[config.mk]
export PLATFORM = sky130hd
export DESIGN_NAME = avalon_frame_reader
export DESIGN_NICKNAME = d
export VERILOG_FILES = /design/src/rtl/avalon_frame_reader.sv
export SDC_FILE = /design/constraint.sdc
export NUM_CORES = 1
export LEC_CHECK = 0
export BUFFER_PORTS_ARGS = -buffer_cell sky130_fd_sc_hd__buf_2
export CAP_MARGIN = 20
export CORE_ASPECT_RATIO = 0.9
export CORE_MARGIN = 2
export CORE_UTILIZATION = 66
export CTS_BUF_LIST = sky130_fd_sc_hd__clkbuf_16
export CTS_CLUSTER_SIZE = 8
export DETAILED_ROUTE_END_ITERATION = 10
export MAX_ROUTING_LAYER = met4
export PLACE_DENSITY_LB_ADDON = 0.25
export SYNTH_ARGS = -nofsm -noshare
export SYNTH_HDL_FRONTEND = slang
export SYNTH_SLANG_ARGS = --single-unit
[constraint.sdc]
create_clock -name iCLK -period 10.72 [get_ports iCLK]
set_input_delay 1.072 -clock iCLK [delete_from_list [all_inputs] [get_ports iCLK]]
set_output_delay 1.072 -clock iCLK [all_outputs]
set_load 0.01 [all_outputs]
[src/rtl/avalon_frame_reader.sv]
// ============================================================================
// avalon_frame_reader
// ----------------------------------------------------------------------------
// Reads one video frame (FRAME_WORDS consecutive words starting at word
// address 0) from an LPDDR2 Avalon-MM read port. The low 24 bits of each
// returned word are streamed out as a pixel through a small show-ahead FIFO
// with valid/ready handshake, tagged with start/end-of-frame markers.
//
// Read issue is credit based: a read is only requested while the number of
// reads in flight plus the words already buffered is below FIFO_DEPTH, so
// the FIFO can never overflow regardless of the pixel consumer.
//
// Optional feature (compile-time macro):
//   FRAME_READER_LOOP_EN  - when defined, the reader restarts the frame from
//                           address 0 immediately after each frame completes
//                           (continuous scan-out). When undefined, the reader
//                           stops in DONE until reset.
//
// Parameters:
//   ADDR_W       Avalon word-address width
//   DATA_W       Avalon data width (pixel = bits [23:0], DATA_W >= 24)
//   FRAME_WORDS  words read per frame
//   FIFO_DEPTH   pixel FIFO entries (power of two, >= 4)
//
// Ports:
//   iCLK               sole clock
//   iRST_n             asynchronous active-low reset
//   local_init_done    memory controller calibration complete
//   start              frame-read request pulse (honoured only in IDLE)
//   avl_waitrequest_n  Avalon slave ready (read accepted when high)
//   avl_readdata       Avalon read data
//   avl_readdatavalid  Avalon read data strobe
//   avl_address        Avalon word address
//   avl_read           Avalon read request
//   avl_burstbegin     equal to avl_read (single-word bursts)
//   pix_data           head-of-FIFO pixel
//   pix_valid          FIFO not empty
//   pix_ready          consumer accepts the pixel this cycle
//   pix_sof            pixel is word 0 of the frame
//   pix_eof            pixel is the last word of the frame
//   busy               reader in READ or DRAIN
//   frame_done         one-cycle pulse on entry to DONE
//   r_state            FSM state: 0 IDLE, 1 READ, 2 DRAIN, 3 DONE
// ============================================================================
module avalon_frame_reader #(
   parameter int unsigned ADDR_W      = 27,
   parameter int unsigned DATA_W      = 32,
   parameter int unsigned FRAME_WORDS = 2073600,
   parameter int unsigned FIFO_DEPTH  = 16
) (
   input  logic              iCLK,
   input  logic              iRST_n,
   input  logic              local_init_done,
   input  logic              start,
   input  logic              avl_waitrequest_n,
   input  logic [DATA_W-1:0] avl_readdata,
   input  logic              avl_readdatavalid,
   output logic [ADDR_W-1:0] avl_address,
   output logic              avl_read,
   output logic              avl_burstbegin,
   output logic [23:0]       pix_data,
   output logic              pix_valid,
   input  logic              pix_ready,
   output logic              pix_sof,
   output logic              pix_eof,
   output logic              busy,
   output logic              frame_done,
   output logic [1:0]        r_state
);

   // Counter widths hold their terminal values without wrapping.
   localparam int unsigned WC_W  = $clog2(FRAME_WORDS + 1);
   localparam int unsigned FC_W  = $clog2(FIFO_DEPTH + 1);
   localparam int unsigned PTR_W = $clog2(FIFO_DEPTH);
   localparam int unsigned SUM_W = FC_W + 1;

   localparam logic [WC_W-1:0]  LAST_WORD  = WC_W'(FRAME_WORDS - 1);
   localparam logic [FC_W-1:0]  FIFO_FULL  = FC_W'(FIFO_DEPTH);
   localparam logic [SUM_W-1:0] CREDIT_MAX = SUM_W'(FIFO_DEPTH);

   typedef enum logic [1:0] {
      IDLE  = 2'd0,
      READ  = 2'd1,
      DRAIN = 2'd2,
      DONE  = 2'd3
   } state_t;

   state_t            state;

   logic [WC_W-1:0]   word_cnt;     // reads accepted this frame
   logic [WC_W-1:0]   rx_cnt;       // beats received this frame
   logic [FC_W-1:0]   outstanding;  // reads accepted, data not yet returned
   logic [FC_W-1:0]   fifo_count;

   logic [FC_W-1:0]   out_next;
   logic [FC_W-1:0]   fifo_next;
   logic [SUM_W-1:0]  credit_sum;
   logic              credit_ok;

   logic              active;
   logic              accept;
   logic              push;
   logic              pop;
   logic              dec;
   logic              sof_tag;
   logic              eof_tag;

   // FIFO entry: {eof, sof, pixel}
   logic [25:0]       fifo_mem [FIFO_DEPTH];
   logic [PTR_W-1:0]  wr_ptr;
   logic [PTR_W-1:0]  rd_ptr;

   // -------------------------------------------------------------------------
   // Handshake decode and next-cycle occupancy
   // -------------------------------------------------------------------------
   always_comb begin
      active    = (state == READ) || (state == DRAIN);
      accept    = (state == READ) && avl_read && avl_waitrequest_n;
      pop       = pix_valid && pix_ready;
      // Beats outside READ/DRAIN belong to an abandoned frame and are dropped.
      push      = active && avl_readdatavalid && ((fifo_count != FIFO_FULL) || pop);
      dec       = push && (outstanding != '0);
      out_next  = outstanding + FC_W'(accept) - FC_W'(dec);
      fifo_next = fifo_count + FC_W'(push) - FC_W'(pop);
      // Credit is judged on next-cycle occupancy, so the registered read
      // request it produces is already correct on the cycle it is presented.
      credit_sum = {1'b0, fifo_next} + {1'b0, out_next};
      credit_ok  = credit_sum < CREDIT_MAX;
      sof_tag    = (rx_cnt == '0);
      eof_tag    = (rx_cnt == LAST_WORD);
   end

   // -------------------------------------------------------------------------
   // Show-ahead pixel FIFO
   // -------------------------------------------------------------------------
   always_ff @(posedge iCLK or negedge iRST_n) begin
      if (!iRST_n) begin
         wr_ptr     <= '0;
         rd_ptr     <= '0;
         fifo_count <= '0;
      end else begin
         if (push) wr_ptr <= wr_ptr + PTR_W'(1);
         if (pop)  rd_ptr <= rd_ptr + PTR_W'(1);
         fifo_count <= fifo_next;
      end
   end

   always_ff @(posedge iCLK) begin
      if (push) fifo_mem[wr_ptr] <= {eof_tag, sof_tag, avl_readdata[23:0]};
   end

   always_comb begin
      pix_valid = (fifo_count != '0);
      pix_data  = fifo_mem[rd_ptr][23:0];
      pix_sof   = pix_valid && fifo_mem[rd_ptr][24];
      pix_eof   = pix_valid && fifo_mem[rd_ptr][25];
   end

   // -------------------------------------------------------------------------
   // Frame FSM with registered Avalon request and status outputs
   // -------------------------------------------------------------------------
   always_ff @(posedge iCLK or negedge iRST_n) begin
      if (!iRST_n) begin
         state       <= IDLE;
         avl_read    <= 1'b0;
         avl_address <= '0;
         word_cnt    <= '0;
         rx_cnt      <= '0;
         outstanding <= '0;
         busy        <= 1'b0;
         frame_done  <= 1'b0;
      end else begin
         frame_done <= 1'b0;
         if (push) rx_cnt <= rx_cnt + WC_W'(1);

         case (state)
            IDLE: begin
               if (start && local_init_done) begin
                  state       <= READ;
                  busy        <= 1'b1;
                  avl_read    <= 1'b1;   // FIFO is empty here, credit is full
                  avl_address <= '0;
                  word_cnt    <= '0;
                  rx_cnt      <= '0;
                  outstanding <= '0;
               end
            end

            READ: begin
               outstanding <= out_next;
               if (accept) begin
                  avl_address <= avl_address + ADDR_W'(1);
                  word_cnt    <= word_cnt + WC_W'(1);
               end
               if (accept && (word_cnt == LAST_WORD)) begin
                  state    <= DRAIN;
                  avl_read <= 1'b0;
               end else if (avl_read && !avl_waitrequest_n) begin
                  avl_read <= 1'b1;      // hold request while the slave stalls
               end else begin
                  avl_read <= credit_ok;
               end
            end

            DRAIN: begin
               outstanding <= out_next;
               if ((out_next == '0) && (fifo_next == '0)) begin
                  state      <= DONE;
                  busy       <= 1'b0;
                  frame_done <= 1'b1;
               end
            end

            DONE: begin
`ifdef FRAME_READER_LOOP_EN
               state       <= READ;
               busy        <= 1'b1;
               avl_read    <= 1'b1;
               avl_address <= '0;
               word_cnt    <= '0;
               rx_cnt      <= '0;
               outstanding <= '0;
`endif
            end
         endcase
      end
   end

   assign avl_burstbegin = avl_read;
   assign r_state        = state;

   // Only the pixel field of the Avalon word is consumed.
   generate
      if (DATA_W > 24) begin : g_upper
         logic unused_upper;
         assign unused_upper = &{1'b0, avl_readdata[DATA_W-1:24]};
      end
   endgenerate

endmodule

==> summary.txt <==
Cells and area
  • Fill count: 1596
  • Most frequent cells in the layout: edfxtp_1, mux4_2, dfrtp_1, buf_2, nor2_1
  • Area delta synth->final: 15.1%
  • Footprint of the multi-input gates: around 5700 sq um
  • Nets: roughly 1300
  • Share of post-route cells with drive strength above 1: between 20% and 30%
  • Final Util: around 77%
  • Most common cell after layout, fill and taps aside: edfxtp_1
  • Sequential cell area: roughly 15000 sq um

Critical path
  • CP max stage cell: buf_4
  • Required time of the critical path: just under 10 ns
  • CP top delay family: buffers and inverters
  • CP cell instances: buf_4 > buf_4 > mux4_2 > mux4_2 > nor2b_1 > buf_2
  • Kind of critical path: register to output port
  • Crit path launch type: register
  • CP Depth: 6
  • Largest stage delay on the critical path: about 0.85 ns
  • Crit-path max FO: 50
  • Critical path capture point type: output port
  • WP buf/inv: 3
  • Arrival @ worst endpoint: ~4.3 ns
  • R2R cell count: 17

Global route
  • Gr usage total: around a third
  • Largest net degree at the start of global routing: just under 80
  • Number of global-route vias before repair: 11607
  • First-pass GRT wire length: approximately 73000 um
  • Congestion Overflow GR: 0
  • Initial antenna violation count: 3

Min path
  • Worst Hold Class: register to register
  • Hold depth: 1

Floorplanning
  • I/O Pins: a little under 100
  • Die height: about 170 um
  • Core Box Area: 30900 sq um
  • Die area: approximately 33000 sq um
  • Initial Util: between 60 and 70%
  • Chip width: ~190 um
  • Row count: between 60 and 70

Yosys
  • Top FF cell, synth: edfxtp_1
  • Asr flop ratio synth: 18.1%
  • Mean Syn Cell Area: around 19 sq um
  • Cell Area, Synth: slightly above 20000 sq um
  • Post-synthesis sequential element count: between 500 and 600
  • Syn. warnings: 0
  • Seq/Total Area, Yosys: between 70 and 80%
  • Count of flip-flops with a built-in enable after synthesis: between 400 and 500
  • Synthesized net count: between 1000 and 1500
  • Post-Synthesis Cells: about 1100
  • Yosys cell types: just under 60

Detailed routing
  • DRC: 0
  • Vias per std cell: around 6.6
  • WL/cell: around 29 um
  • DR pass1 iterations: 5
  • DR vias: approximately 11000
  • Routed WL: 48500 um
  • DRT antenna net count: 0
  • Initial drt markers: around 1300

Clocking
  • Post-CTS Resized: 0
  • Clock transition at path regs: around 0.050 ns
  • Clock tree buffer depth: 3
  • CTS H-tree depth: 3
  • Cts bufs inserted: 73
  • CTS Root Cell: clkbuf_16
  • Post-CTS Setup Inserts: 0
  • Hold_buf cts: 0
  • Worst-Skew Late Latency: roughly 0.57 ns
  • CTS tree: done
  • CTS sink cnt: ~510

Timing
  • Setup repair after global routing missed its margin: no
  • Slew @ Worst Pin: around 1.2 ns
  • TNS Setup: 0 ns
  • Final setup fails: 0
  • Final period utilization: 50.2%
  • Peak Freq: approximately 0.19 GHz
  • Relative slew slack: 21.9%
  • Hold Fails Final Rpt: 0
  • Max-slew violation count: 0
  • Clock skew: around 0.016 ns
  • Crit path time final: about 5.4 ns

Run status
  • Outcome: completed

Power
  • Peak VDD IR: slightly above 200 uV
  • P per Cell Area: roughly 270 nW/um^2
  • Final Power: between 6000 and 7000 uW
  • P_leak: approximately 0.0086 uW

Placement
  • GPL Wtd Cong: roughly 0.8
  • Detailed Place HPWL: ~24000 um
  • I/O Buffers: 90

Flow run
  • MaxCap Viol Count: 0
cell type report:
type,instances,area share (%)
tap,409,2.14
antenna,3,0.0314
inverter,26,0.408
clock inverter,25,0.738
multi-input combinational,527,23.8
clock buffer,73,7.65
sequential,508,62.0
timing repair buffer,115,3.27
through the flow:
step	worst slack, ns	area (sq um)	std cells	hold WS (ns)
global route	4.99	23900	1686	0.512
global placement	5.79	21700	1574	0.468
detailed placement	5.83	21800	1582	0.481
CTS	5.18	23800	1680	0.497
floorplan	6.32	20800	1109	0.464
finish	5.34	23900	1686	0.504
Yosys cell counts, drive strengths merged (2+ instances only):
cell | n | share of area [%]
a21boi | 2 | 0.11
and3 | 12 | 0.36
inv | 25 | 0.45
o21bai | 3 | 0.11
or3 | 7 | 0.21
fa | 2 | 0.19
buf | 23 | 0.90
mux4 | 130 | 14
and2 | 6 | 0.18
a21o | 2 | 0.072
nor3 | 10 | 0.32
a21oi | 12 | 0.29
nor2 | 88 | 1.6
dfrtp | 92 | 11
a211oi | 2 | 0.12
xnor2 | 24 | 1.0
clkbuf | 25 | 0.45
nand2b | 2 | 0.060
ha | 29 | 1.7
mux2 | 2 | 0.11
nor4 | 8 | 0.34
o21ai | 13 | 0.31
edfxtp | 416 | 60
nand4 | 17 | 0.54
nor2b | 6 | 0.22
xor2 | 48 | 2.0
nand3 | 31 | 0.77
nand2 | 46 | 0.83
nor4b | 2 | 0.084
and4 | 9 | 0.39
a2111oi | 2 | 0.17
a22o | 2 | 0.084
worst register-to-register path: stages, from the launching register on:
cell and delay, ns:
dfrtp_1 0.39, inv_1 0.09, ha_1 0.43, nand2_1 0.20
a21oi_1 0.17, buf_4 0.21, inv_1 0.09, nor2_1 0.12
ha_1 0.24, inv_1 0.07, ha_1 0.18, fa_1 0.47
or4_4 0.56, nor3_2 0.11, o211a_1 0.15, and4_4 0.25
o221a_4 0.20, mux2_1 0.31
power breakdown:
part | internal (uW) | total [uW] | leakage, uW | switching (uW)
clock network | 1240 | 2050 | 0.00105 | 811
registers | 2380 | 2570 | 0.00494 | 186
logic | 855 | 1790 | 0.00259 | 933
total | 4480 | 6410 | 0.00858 | 1930
worst paths after layout:
kind	start	endpoint	slack [ns]
setup / recovery	rd_ptr[0]	pix_sof	5.34
hold / removal	rd_ptr[2]	rd_ptr[2]	0.50
setup reg to reg	r_state[0]	r_state[1]	6.36
hold reg to reg	rd_ptr[2]	rd_ptr[2]	0.50
max in group asynchronous	iRST_n	rd_ptr[0]	9.12
min in group asynchronous	iRST_n	avl_address[8]	0.52
kinds of logic (layout without fill, tap and decap cells):
group | Yosys count | count (layout) | share of synthesized area [%]
and+or+nand+nor | 247 | 247 | 6.05
xor gates and xnor gates | 72 | 72 | 3.04
adders and majority gates | 31 | 31 | 1.94
other | 0 | 3 | 0
buffers and inverters | 74 | 239 | 1.83
DFF | 508 | 508 | 71.3
AOI/OAI and AO/OA | 44 | 44 | 1.56
muxes | 133 | 133 | 14.3
state kept, by name, summed over array words and instances, names as in the netlist:
name	flops
rx_cnt	21
fifo_count	5
avl_address	27
word_cnt	21
r_state	2
frame_done	1
busy	1
fifo_mem	416
rd_ptr	4
avl_burstbegin	1
outstanding	5
wr_ptr	4
per-layer routing:
metal	up-vias	part of all wire, %	global-route usage [%]
met5	-	0	-
met1	5761	37	42.0
met3	118	8.2	5.09
met2	675	52	51.6
li1	4631	-	-
met4	0	3.1	11.8
Note: power is estimated with default switching activity, not from simulation.
